<file path="config.mk">
export PLATFORM = sky130hd
export DESIGN_NAME = dm_frame_assembler
export DESIGN_NICKNAME = d
export VERILOG_FILES = /design/src/rtl/fpga1_pkg.sv /design/src/rtl/dm_gap_timer.sv /design/src/rtl/dm_frame_assembler.sv
export SDC_FILE = /design/constraint.sdc
export NUM_CORES = 1
export LEC_CHECK = 0
export CORE_MARGIN = 2
export CORE_UTILIZATION = 51
export CTS_BUF_LIST = sky130_fd_sc_hd__clkbuf_2
export DETAILED_ROUTE_END_ITERATION = 7
export DONT_BUFFER_PORTS = 1
export PLACE_DENSITY = 0.65
export RECOVER_POWER = 50
export REMOVE_ABC_BUFFERS = 1
export SLEW_MARGIN = 20
export SYNTH_ARGS = -nofsm -noshare
export SYNTH_HDL_FRONTEND = slang
export SYNTH_SLANG_ARGS = --single-unit
</file>
<file path="constraint.sdc">
create_clock -name clk -period 19.55 [get_ports clk]
set_input_delay 0.9775 -clock clk [delete_from_list [all_inputs] [get_ports clk]]
set_output_delay 0.9775 -clock clk [all_outputs]
set_load 0.03 [all_outputs]
</file>
<file path="src/rtl/fpga1_pkg.sv">
// Shared types and constants for the data-matrix frame assembler.
package fpga1_pkg;

    typedef enum logic [2:0] {IDLE, COLLECT, CHECK, ISSUE, BUSY} dm_fa_state_t;

    localparam int MATRIX_BITS  = 256;
    localparam int MATRIX_BYTES = 32;
    localparam logic [7:0] DEFAULT_SOF_BYTE = 8'hA5;

endpackage

</file>
<file path="src/rtl/dm_gap_timer.sv">
// Saturating cycle counter with synchronous clear; pulses expire on the cycle
// the count reaches MAX_COUNT. MAX_COUNT of 0 disables expiry entirely.
module dm_gap_timer #(
    parameter int unsigned MAX_COUNT = 5000
) (
    input  logic clk,
    input  logic reset,
    input  logic clear,
    input  logic enable,
    output logic expire
);

    localparam int unsigned W    = (MAX_COUNT < 1) ? 1 : $clog2(MAX_COUNT + 1);
    localparam int unsigned LAST = (MAX_COUNT > 0) ? MAX_COUNT - 1 : 0;
    localparam logic [W-1:0] LAST_V = W'(LAST);
    localparam logic [W-1:0] MAX_V  = W'(MAX_COUNT);

    logic [W-1:0] count_q, count_d;

    always_comb begin
        count_d = count_q;
        if (clear) begin
            count_d = '0;
        end else if (enable && (count_q != MAX_V)) begin
            count_d = count_q + 1'b1;
        end
    end

    always_ff @(posedge clk or posedge reset) begin
        if (reset) begin
            count_q <= '0;
        end else begin
            count_q <= count_d;
        end
    end

    // Expiry is flagged one cycle before the register itself would hold MAX_COUNT.
    assign expire = (MAX_COUNT != 0) && enable && !clear && (count_q == LAST_V);

endmodule

</file>
<file path="src/rtl/dm_frame_assembler.sv">
// Frames a byte stream as SOF + 32 payload bytes + XOR checksum and hands the
// assembled 256-bit matrix to the decoder, holding off until decode_done.
module dm_frame_assembler
    import fpga1_pkg::*;
#(
    parameter logic [7:0]  SOF_BYTE       = DEFAULT_SOF_BYTE,
    parameter int unsigned GAP_TIMEOUT    = 5000,
    parameter int unsigned DECODE_TIMEOUT = 0
) (
    input  logic                   clk,
    input  logic                   reset,
    input  logic [7:0]             in_data,
    input  logic                   in_valid,
    output logic                   in_ready,
    output logic [MATRIX_BITS-1:0] data_matrix_out,
    output logic                   dm_decode_en,
    input  logic                   decode_done,
    output logic                   busy,
    output logic                   crc_err,
    output logic                   timeout_err
);

    dm_fa_state_t state_q, state_d;
    logic [5:0]             count_q, count_d;
    logic [7:0]             accum_q, accum_d;
    logic [MATRIX_BITS-1:0] shadow_q, shadow_d;
    logic [MATRIX_BITS-1:0] matrix_q, matrix_d;
    logic                   ready_q, ready_d;
    logic                   decode_en_q, decode_en_d;
    logic                   busy_q, busy_d;
    logic                   crc_err_q, crc_err_d;
    logic                   timeout_q, timeout_d;

    logic xfer;
    logic gap_run, gap_expire;
    logic dec_run, dec_expire;

    assign xfer    = in_valid & ready_q;
    assign gap_run = ((state_q == COLLECT) || (state_q == CHECK)) && !xfer;
    assign dec_run = (state_q == BUSY) && !decode_done;

    dm_gap_timer #(.MAX_COUNT(GAP_TIMEOUT)) u_gap_timer (
        .clk    (clk),
        .reset  (reset),
        .clear  (!gap_run),
        .enable (gap_run),
        .expire (gap_expire)
    );

    dm_gap_timer #(.MAX_COUNT(DECODE_TIMEOUT)) u_decode_timer (
        .clk    (clk),
        .reset  (reset),
        .clear  (!dec_run),
        .enable (dec_run),
        .expire (dec_expire)
    );

    always_comb begin
        state_d     = state_q;
        count_d     = count_q;
        accum_d     = accum_q;
        shadow_d    = shadow_q;
        matrix_d    = matrix_q;
        decode_en_d = 1'b0;
        crc_err_d   = 1'b0;
        timeout_d   = 1'b0;

        case (state_q)
            IDLE: begin
                if (xfer && (in_data == SOF_BYTE)) begin
                    state_d = COLLECT;
                    count_d = '0;
                    accum_d = '0;
                end
            end
            COLLECT: begin
                if (xfer) begin
                    shadow_d = {shadow_q[MATRIX_BITS-9:0], in_data};
                    accum_d  = accum_q ^ in_data;
                    count_d  = count_q + 6'd1;
                    if (count_q == 6'(MATRIX_BYTES - 1)) begin
                        state_d = CHECK;
                    end
                end else if (gap_expire) begin
                    state_d   = IDLE;
                    timeout_d = 1'b1;
                end
            end
            CHECK: begin
                if (xfer) begin
                    if (in_data == accum_q) begin
                        matrix_d    = shadow_q;
                        decode_en_d = 1'b1;
                        state_d     = ISSUE;
                    end else begin
                        crc_err_d = 1'b1;
                        state_d   = IDLE;
                    end
                end else if (gap_expire) begin
                    state_d   = IDLE;
                    timeout_d = 1'b1;
                end
            end
            ISSUE: begin
                state_d = BUSY;
            end
            BUSY: begin
                if (decode_done) begin
                    state_d = IDLE;
                end else if (dec_expire) begin
                    state_d   = IDLE;
                    timeout_d = 1'b1;
                end
            end
            default: begin
                state_d = IDLE;
            end
        endcase

        // Handshake and busy are registered from the next state so nothing combinational reaches the ports.
        ready_d = (state_d == IDLE) || (state_d == COLLECT) || (state_d == CHECK);
        busy_d  = (state_d == ISSUE) || (state_d == BUSY);
    end

    always_ff @(posedge clk or posedge reset) begin
        if (reset) begin
            state_q     <= IDLE;
            count_q     <= '0;
            accum_q     <= '0;
            shadow_q    <= '0;
            matrix_q    <= '0;
            ready_q     <= 1'b0;
            decode_en_q <= 1'b0;
            busy_q      <= 1'b0;
            crc_err_q   <= 1'b0;
            timeout_q   <= 1'b0;
        end else begin
            state_q     <= state_d;
            count_q     <= count_d;
            accum_q     <= accum_d;
            shadow_q    <= shadow_d;
            matrix_q    <= matrix_d;
            ready_q     <= ready_d;
            decode_en_q <= decode_en_d;
            busy_q      <= busy_d;
            crc_err_q   <= crc_err_d;
            timeout_q   <= timeout_d;
        end
    end

    assign in_ready        = ready_q;
    assign data_matrix_out = matrix_q;
    assign dm_decode_en    = decode_en_q;
    assign busy            = busy_q;
    assign crc_err         = crc_err_q;
    assign timeout_err     = timeout_q;

endmodule
</file>
==> results.sh, run 1 <==
export IMPL_outcome="finished, violations left"
export IMPL_violations="max-capacitance violations, max-slew violations"
export IMPL_synth_distinct_cells=41
export IMPL_ys_warn_count=0
export IMPL_dieArea_mm2=0.04322
export IMPL_synth_cells=1812
export IMPL_arrival_ps=10170
export IMPL_cts_root_buf="clkbuf_2"
export IMPL_yosysTopAreaCell="dfrtp_1"
export IMPL_clk_latency_ps=1230
export IMPL_fp_dieH_um=207.9
export IMPL_synth_edff_count=0
export IMPL_post_cts_resized=0
export IMPL_initial_core_util=0.5181
export IMPL_min_period_ps=9091
export IMPL_slew_headroom=-4.231
export IMPL_async_flop_share=1.000
export IMPL_grtUsageTotal=0.1982
export IMPL_io_pins=273
export IMPL_synthesis_area_mm2=0.02120
export IMPL_port_buffers=0
export IMPL_drtPass1Iterations=4
export IMPL_yosysTopAreaCellShare=0.6456
export IMPL_grt_setup_unrepaired="no"
export IMPL_grt_pass1_wl_mm=68.30
export IMPL_grt_pass1_vias=12643
export IMPL_r2r_cells=6
export IMPL_grt_max_degree=132
export IMPL_ir_drop_v=0.00005645
export IMPL_nFillCells=3589
export IMPL_area_growth_pct=5.972
export IMPL_viasPerCell=5.103
export IMPL_gp_congestion=0.7765
export IMPL_synth_seq_cells=547
export IMPL_cts_tree="done"
export IMPL_synthTopCellsByCount="nand2_1, dfrtp_1, mux2_1, mux2_2, buf_6"
export IMPL_p_leak_nw=12.71
export IMPL_synth_most_common_cell="nand2_1"
export IMPL_grt_overflow=0
export IMPL_hp_start="in_data[5]"
export IMPL_hpwl_mm=24.44
export IMPL_cts_max_level=4
export IMPL_synth_flop_cell="dfrtp_1"
export IMPL_crit_fanout=131
export IMPL_num_rows=74
export IMPL_worst_pin_slew_ps=7847
export IMPL_die_x_um=207.9
export IMPL_clock_tree_buffer_depth=3
export IMPL_reg2reg_from="in_ready"
export IMPL_synth_top_cells_by_area="dfrtp_1, nand2_1, mux2_1"
export IMPL_wire_per_inst_um=16.61
export IMPL_timing_fmax_ghz=0.1100
export IMPL_hold_depth=3
export IMPL_wirelength_mm=41.48
export IMPL_cap_viol_max_count=7
export IMPL_dr_total_vias=12742
export IMPL_reg2reg_to="data_matrix_out[21]"
export IMPL_dp_slack_ps=15100
export IMPL_design_core_area_mm2=0.04092
export IMPL_drv_slew=607
export IMPL_hp_class="input pin to flip-flop"
export IMPL_seq_area_frac_synth=0.6456
export IMPL_antenna_found_initial=2
export IMPL_drive_above_1_share=0.1433
export IMPL_fin_skew_ps=64.07
export IMPL_syn_area_per_cell_um2=11.70
export IMPL_drc=0
export IMPL_p_per_area_mw_per_mm2=87.98
export IMPL_setup_viol=0
export IMPL_cp_required_ps=20630
export IMPL_ant_nets=0
export IMPL_cts_sinks=547
export IMPL_hold_end="crc_err"
export IMPL_worst_setup_path_type="flip-flop to flip-flop"
export IMPL_hold_viol=0
export IMPL_cts_buffers=139
export IMPL_fin_crit_sh=0.4650
export IMPL_crit_path_end_kind="flip-flop"
export IMPL_setup_tns_ps=0
export IMPL_setup_slack_ps=10460
export IMPL_clk_transition_reported_paths_ps=110
export IMPL_nets=1901
export IMPL_worstSetupStartpointType="flip-flop"
export IMPL_r2r_slack_ps=10460
export IMPL_drt_iter0_markers=796
==> routing by layer <==
layer / track usage / vias up / wire, µm / part of all wire
met5: 0 / - / 0 / 0
met4: 0.09562 / 0 / 953 / 0.023
met3: 0.07713 / 68 / 3111 / 0.075
met2: 0.2911 / 304 / 19420 / 0.47
met1: 0.2588 / 6322 / 17990 / 0.43
li1: - / 6048 / - / -
==> worst max-delay path: stages, from the launching register on <==
cell,delay (ps)
dfrtp_1,530
and2_0,430
nand3_1,220
nand3b_1,500
clkbuf_1,5490
buf_4,1330
mux2_1,390
==> report_power, final <==
part	switching (mW)	internal (mW)
sequential	0.0209	1.15
combinational	0.0592	0.0273
clock	0.426	0.290
==> area by class of cell <==
class | count | area [µm²] | area share
diodes | 4 | 10.01 | 0.0004455
multi-input cells | 1167 | 6741 | 0.3001
flip-flops and latches | 547 | 13690 | 0.6092
clock buffers | 197 | 985.9 | 0.04388
inverters | 5 | 20.02 | 0.0008910
well taps | 532 | 665.6 | 0.02963
clock inverters | 19 | 125.1 | 0.005569
repair buffers | 26 | 231.5 | 0.01030
==> kinds of logic after synthesis <==
family | Yosys count | synth area share
AOI/OAI and AO/OA | 23 | 0.006846
xor gates and xnor gates | 23 | 0.009501
adders and majority gates | 3 | 0.001771
buffers and inverters | 98 | 0.03629
DFF | 547 | 0.6456
muxes | 259 | 0.1375
and+or+nand+nor | 859 | 0.1625
==> worst max-delay path by stage <==
stage | startpoint | endpoint | cells after the start
after global routing | in_ready | data_matrix_out[50] | 6
after CTS | reset | data_matrix_out[81] | 5
after floorplan | reset | accum_q[0] | 1
after global placement | reset | data_matrix_out[112] | 4
after detailed placement | reset | data_matrix_out[112] | 4
final | in_ready | data_matrix_out[21] | 6
==> state kept, by name (all words and copies together) (netlist names) <==
register,flops
timeout_err,1
u_gap_timer.count_q,13
in_ready,1
accum_q,8
crc_err,1
state_q,3
shadow_q,256
busy,1
data_matrix_out,256
count_q,6
dm_decode_en,1
==> stage by stage <==
| stage | area [µm²] | cells | hold slack [ps] | power [mW] | util |
|---|---|---|---|---|---|
| after detailed placement | 21260 | 2265 | 456.8 | 1.283 | 0.5194 |
| final | 22470 | 2497 | 149.2 | 1.977 | 0.5490 |
| after CTS | 22480 | 2492 | 5.247 | 2.017 | 0.5493 |
| after global routing | 22470 | 2497 | 32.72 | 2.090 | 0.5490 |
| after floorplan | 20450 | 1719 | 440.2 | 1.259 | - |
| after global placement | 21260 | 2265 | 453.1 | 1.280 | 0.5194 |
==> layout by cell type (no fill, tap or decap), types with 5 or more instances in the layout <==
| master | instances |
|---|---|
| a21o_1 | 8 |
| xnor2_1 | 10 |
| nor2_1 | 19 |
| clkinv_1 | 10 |
| mux2_1 | 198 |
| nand4_1 | 5 |
| dfrtp_1 | 547 |
| a21oi_1 | 10 |
| clkbuf_1 | 6 |
| xor2_1 | 13 |
| buf_4 | 5 |
| clkbuf_2 | 197 |
| nand3_1 | 9 |
| dlygate4sd3_1 | 11 |
| nand2_1 | 778 |
| inv_2 | 7 |
| mux2_2 | 60 |
| nand3b_1 | 10 |
| nand2b_1 | 9 |
| nor3_1 | 5 |
==> what timing repair did <==
| item | CTS | global route |
|---|---|---|
| hold endpoints to repair | 137 | 0 |
| setup buffers | 0 | 0 |
| hold buffers | 11 | 0 |
No activity file was read; power rests on OpenSTA's default activity.
==> inputs of run 2 (changes only) <==
Clock period 19.55 ns to 9.3 ns, I/O delays scaled along.
==> run 2 against run 1 <==
Against the previous run: the flow still finishes with violations (max-capacitance violations, max-slew violations); highest routed layer unchanged; critical path depth shrank 1; cell area grew 0.88%; power grew 110%; first-iteration DRC count grew 14%; die area is the same; combinational power grew 120%; flip-flop and latch count is the same; sequential power grew 110%; via count grew 0.62%; cell count grew 1.2%.
==> results.sh, run 2 (synthesis results as in run 1) <==
export IMPL_cts_max_level=4
export IMPL_post_cts_resized=0
export IMPL_crit_path_end_kind="async pin"
export IMPL_p_per_area_mw_per_mm2=185.2
export IMPL_multi_input_area_mm2=0.006741
export IMPL_nFillCells=3592
export IMPL_arrival_ps=5990
export IMPL_reg2reg_from="in_ready"
export IMPL_grt_pass1_wl_mm=68.61
export IMPL_slew_headroom=-2.232
export IMPL_die_x_um=207.9
export IMPL_crit_fanout=148
export IMPL_cts_tree="done"
export IMPL_outcome="finished, violations left"
export IMPL_clk_latency_ps=1220
export IMPL_drtPass1Iterations=5
export IMPL_viasPerCell=5.076
export IMPL_cap_viol_max_count=5
export IMPL_clk_transition_reported_paths_ps=100
export IMPL_ant_nets=0
export IMPL_io_pins=273
export IMPL_hold_viol=0
export IMPL_fin_skew_ps=66.17
export IMPL_fin_crit_sh=0.5890
export IMPL_wirelength_mm=41.84
export IMPL_cp_cell_sequence="dlygate4sd3_1 > dlygate4sd3_1 > clkinvlp_2 > clkbuf_1 > clkbuf_2"
export IMPL_hp_class="input pin to flip-flop"
export IMPL_clock_tree_buffer_depth=3
export IMPL_drt_iter0_markers=910
export IMPL_grt_max_degree=185
export IMPL_final_area_mm2=0.02267
export IMPL_grt_pass1_vias=12822
export IMPL_p_leak_nw=12.79
export IMPL_drc=0
export IMPL_area_growth_pct=6.905
export IMPL_worst_setup_path_type="input pin to async pin"
export IMPL_grt_overflow=0
export IMPL_violations="max-capacitance violations, max-slew violations"
export IMPL_hpwl_mm=24.65
export IMPL_initial_core_util=0.5181
export IMPL_setup_viol=0
export IMPL_worst_pin_slew_ps=4848
export IMPL_seq_area_mm2=0.01369
export IMPL_final_common_cell="nand2_1"
export IMPL_gp_congestion=0.7894
export IMPL_crit_top_cell="dlygate4sd3_1"
export IMPL_wire_per_inst_um=16.56
export IMPL_cp_required_ps=9810
export IMPL_total_power_mw=4.197
export IMPL_cts_sinks=547
export IMPL_num_rows=74
export IMPL_port_buffers=0
export IMPL_drv_slew=505
export IMPL_cts_root_buf="clkbuf_2"
export IMPL_grtUsageTotal=0.1984
export IMPL_design_core_area_mm2=0.04092
export IMPL_antenna_found_initial=1
export IMPL_dr_total_vias=12821
export IMPL_fp_dieH_um=207.9
export IMPL_critPathMaxStageDelay_ps=2660
export IMPL_drive_above_1_share=0.1426
export IMPL_min_period_ps=5478
export IMPL_critPathSlowestCell="clkbuf_2"
export IMPL_worstSetupStartpointType="input pin"
export IMPL_layout_common_cells="nand2_1, dfrtp_1, clkbuf_2, mux2_1, mux2_2"
export IMPL_place_area_mm2=0.02126
export IMPL_ir_drop_v=0.0001384
export IMPL_dieArea_mm2=0.04322
export IMPL_cts_buffers=139
export IMPL_nets=1917
export IMPL_cts_setup_buffers=0
export IMPL_cp_startpoint="reset"
export IMPL_grt_setup_unrepaired="no"
export IMPL_timing_fmax_ghz=0.1825
export IMPL_hp_start="in_data[4]"
-- run 2: cell count changes in the layout (fill, tap and decap cells not counted), moves of 2 or more --
| cell | delta |
|---|---|
| buf_4 | +4 |
| buf_6 | -2 |
| clkbuf_1 | -4 |
| clkbuf_2 | +2 |
| clkinv_1 | +14 |
| diode_2 | -2 |
| dlygate4sd3_1 | +17 |
-- run 2: layout make-up --
| class | count | share of cell area |
|---|---|---|
| sequential | 547 | 0.6039 |
| clock buffer | 197 | 0.04350 |
| clock inverter | 34 | 0.008060 |
| tap | 532 | 0.02937 |
| antenna | 2 | 0.0002208 |
| timing repair buffer | 42 | 0.01662 |
| multi-input combinational | 1167 | 0.2974 |
| inverter | 5 | 0.0008832 |
-- run 2: through the flow --
| step | hold WS [ps] | setup TNS, ps | util | instances | setup slack, ps |
|---|---|---|---|---|---|
| detailed placement | 462.3 | 0 | 0.5194 | 2263 | 5335 |
| global route | 54.14 | 0 | 0.5538 | 2526 | 2918 |
| floorplan | 440.2 | -3532090 | - | 1719 | -6457 |
| CTS | 5.522 | 0 | 0.5555 | 2523 | 5088 |
| finish | 236.5 | 0 | 0.5538 | 2526 | 3822 |
| global placement | 458.5 | 0 | 0.5194 | 2263 | 5440 |
-- run 2: power breakdown --
part | total [mW] | switching (mW) | internal (mW)
Clock | 1.54 | 0.920 | 0.619
Combinational | 0.189 | 0.127 | 0.0615
Sequential | 2.47 | 0.0451 | 2.42
Total | 4.20 | 1.09 | 3.10
-- run 2: worst paths after layout --
check / to / slack (ps) / depth (start not counted)
worst max-delay path: data_matrix_out[17] / 3820 / 5
worst min-delay path: accum_q[4] / 240 / 4
worst max register to register: data_matrix_out[184] / 4520 / 6
worst min register to register: shadow_q[47] / 460 / 2
max in group clk: data_matrix_out[184] / 4520 / 6
min in group asynchronous: count_q[3] / 1160 / 4
-- run 2: critical path: cells and delay by family --
family                 cells  cell delay [ps]
buffers and inverters      5             5400
-- run 2: what timing repair did --
action                                  in CTS  in global routing
hold endpoints to repair                   524                  0
endpoints found under the setup margin       0                  0
hold buffers                                29                  0
-- run 2: metal layers --
metal	wire (µm)	track usage	vias to the layer above
met5	0	0	-
met4	740	0.07924	0
met3	3559	0.09328	63
met2	19510	0.2901	313
met1	18030	0.2563	6352
li1	-	-	6093
==> inputs of run 3 (changes only) <==
Settings changed: PLACE_DENSITY 0.65 to 0.68.
Clock period 9.3 ns to 4.9 ns, I/O delays scaled along.
==> run 3 against run 2 <==
Against the previous run: the run still ends with max-capacitance violations, max-slew violations left; clock skew rose by 4.0 ps; die area did not move; core utilization barely moved; critical path depth rose by 1; cell area barely moved; power rose by 87%; sequential power rose by 89%; flip-flop and latch count did not move; first-iteration DRC count rose by 7.5%; cell count fell by 0.59%; routed wire length fell by 0.70%; critical endpoint is now data_matrix_out[154]; highest routed layer unchanged.
==> results.sh, run 3 (synthesis results as in run 1) <==
export IMPL_drc=0
export IMPL_grt_max_degree=158
export IMPL_grtUsageTotal=0.1998
export IMPL_finish_utilization=0.5537
export IMPL_hp_start="in_data[4]"
export IMPL_grt_overflow=0
export IMPL_min_period_ps=3334
export IMPL_crit_fanout=154
export IMPL_place_area_mm2=0.02132
export IMPL_dr_total_vias=12802
export IMPL_cts_buffers=141
export IMPL_layout_common_cells="nand2_1, dfrtp_1, clkbuf_2, mux2_1, mux2_2"
export IMPL_p_leak_nw=12.78
export IMPL_violations="max-capacitance violations, max-slew violations"
export IMPL_switching_share=0.2557
export IMPL_cts_setup_buffers=0
export IMPL_p_per_area_mw_per_mm2=347.0
export IMPL_viasPerCell=5.098
export IMPL_power_frac_clock=0.358
export IMPL_hpwl_mm=24.45
export IMPL_r2r_cells=6
export IMPL_design_core_area_mm2=0.04092
export IMPL_cts_tree="done"
export IMPL_nets=1916
export IMPL_area_growth_pct=6.875
export IMPL_fin_skew_ps=70.20
export IMPL_crit_path_end_kind="flip-flop"
export IMPL_drt_iter0_markers=978
export IMPL_dieArea_mm2=0.04322
export IMPL_outcome="finished, violations left"
export IMPL_fin_crit_sh=0.6805
export IMPL_io_pins=273
export IMPL_drive_above_1_share=0.1462
export IMPL_port_buffers=0
export IMPL_internal_power_mw=5.852
export IMPL_cap_viol_max_count=2
export IMPL_cp_required_ps=5780
export IMPL_grt_pass1_vias=13464
export IMPL_gp_congestion=0.7877
export IMPL_nFillCells=3539
export IMPL_ir_drop_v=0.0001820
export IMPL_grt_pass1_wl_mm=70.22
export IMPL_cts_root_buf="clkbuf_2"
export IMPL_worst_setup_path_type="flip-flop to flip-flop"
export IMPL_worstSetupStartpointType="flip-flop"
export IMPL_final_area_mm2=0.02266
export IMPL_p_sw_mw=2.011
export IMPL_initial_core_util=0.5181
export IMPL_arrival_ps=4210
export IMPL_clk_transition_reported_paths_ps=90
export IMPL_ant_nets=0
export IMPL_timing_fmax_ghz=0.2999
export IMPL_fp_dieH_um=207.9
export IMPL_cts_max_level=4
export IMPL_clock_tree_buffer_depth=3
export IMPL_hp_class="input pin to flip-flop"
export IMPL_grt_setup_unrepaired="no"
export IMPL_worst_pin_slew_ps=2772
export IMPL_hold_end="accum_q[4]"
export IMPL_hold_viol=0
export IMPL_wirelength_mm=41.54
export IMPL_reg2reg_to="data_matrix_out[154]"
export IMPL_num_rows=74
export IMPL_final_common_cell="nand2_1"
export IMPL_pwr_share_seq=0.596
export IMPL_die_x_um=207.9
export IMPL_drv_slew=228
export IMPL_reg2reg_from="in_ready"
export IMPL_drtPass1Iterations=4
export IMPL_combPwrFrac=0.046
export IMPL_cts_sinks=547
export IMPL_slew_headroom=-0.8481
export IMPL_r2r_slack_ps=1570
export IMPL_setup_viol=0
export IMPL_antenna_found_initial=1
export IMPL_hold_depth=4
export IMPL_clk_latency_ps=1050
export IMPL_wire_per_inst_um=16.54
## run 3: what timing repair did
item                      4_1_cts  5_1_grt
hold endpoints to repair      640        0
resized for setup               0        0
hold buffers                   27        0
## run 3: metal layers
metal | vias up | track usage | share of wire
met5 | - | 0 | 0
met4 | 0 | 0.08242 | 0.018
met3 | 56 | 0.06732 | 0.066
met2 | 296 | 0.3083 | 0.48
met1 | 6375 | 0.2609 | 0.43
li1 | 6075 | - | -
## run 3: metrics by stage
step	worst slack (ps)	instances	setup TNS, ps	total power [mW]	hold slack (ps)
floorplan	-10640	1719	-6306550	5.021	350.4
global placement	1781	2263	0	5.109	331.1
detailed placement	1716	2263	0	5.127	336.9
CTS	1618	2509	0	8.034	3.214
global route	1116	2511	0	8.331	61.69
finish	1566	2511	0	7.862	214.0
## run 3: cell type report
class,instances,area (µm²),area share
clock buffers,203,1016,0.04484
inverters,5,20.02,0.0008835
flip-flops and latches,547,13690,0.6041
diodes,2,5.005,0.0002209
repair buffers,39,424.2,0.01872
well taps,532,665.6,0.02938
clock inverters,16,92.59,0.004086
multi-input cells,1167,6748,0.2978
## run 3: power groups by stage
stage / registers (mW) / clock network, mW / logic [mW]
after floorplan: 4.76 / 0 / 0.266
after global placement: 4.77 / 0 / 0.344
after detailed placement: 4.77 / 0 / 0.354
after CTS: 4.68 / 2.97 / 0.380
after global routing: 4.70 / 3.21 / 0.414
final: 4.68 / 2.82 / 0.360
## run 3: critical path, stage by stage (launching register included)
cell	delay, ps
dfrtp_1	530
and2_0	410
nand3_1	220
nand3b_1	200
buf_12	650
buf_4	680
mux2_1	390
## run 3: how the worst max path moves through the flow
| stage | start | to | slack, ps | cells past startpoint |
|---|---|---|---|---|
| floorplan | reset | accum_q[0] | -10640 | 1 |
| global placement | in_ready | data_matrix_out[195] | 1780 | 6 |
| detailed placement | in_ready | data_matrix_out[178] | 1720 | 6 |
| CTS | state_q[0] | shadow_q[1] | 1620 | 6 |
| global route | reset | data_matrix_out[200] | 1120 | 4 |
| finish | in_ready | data_matrix_out[154] | 1570 | 6 |
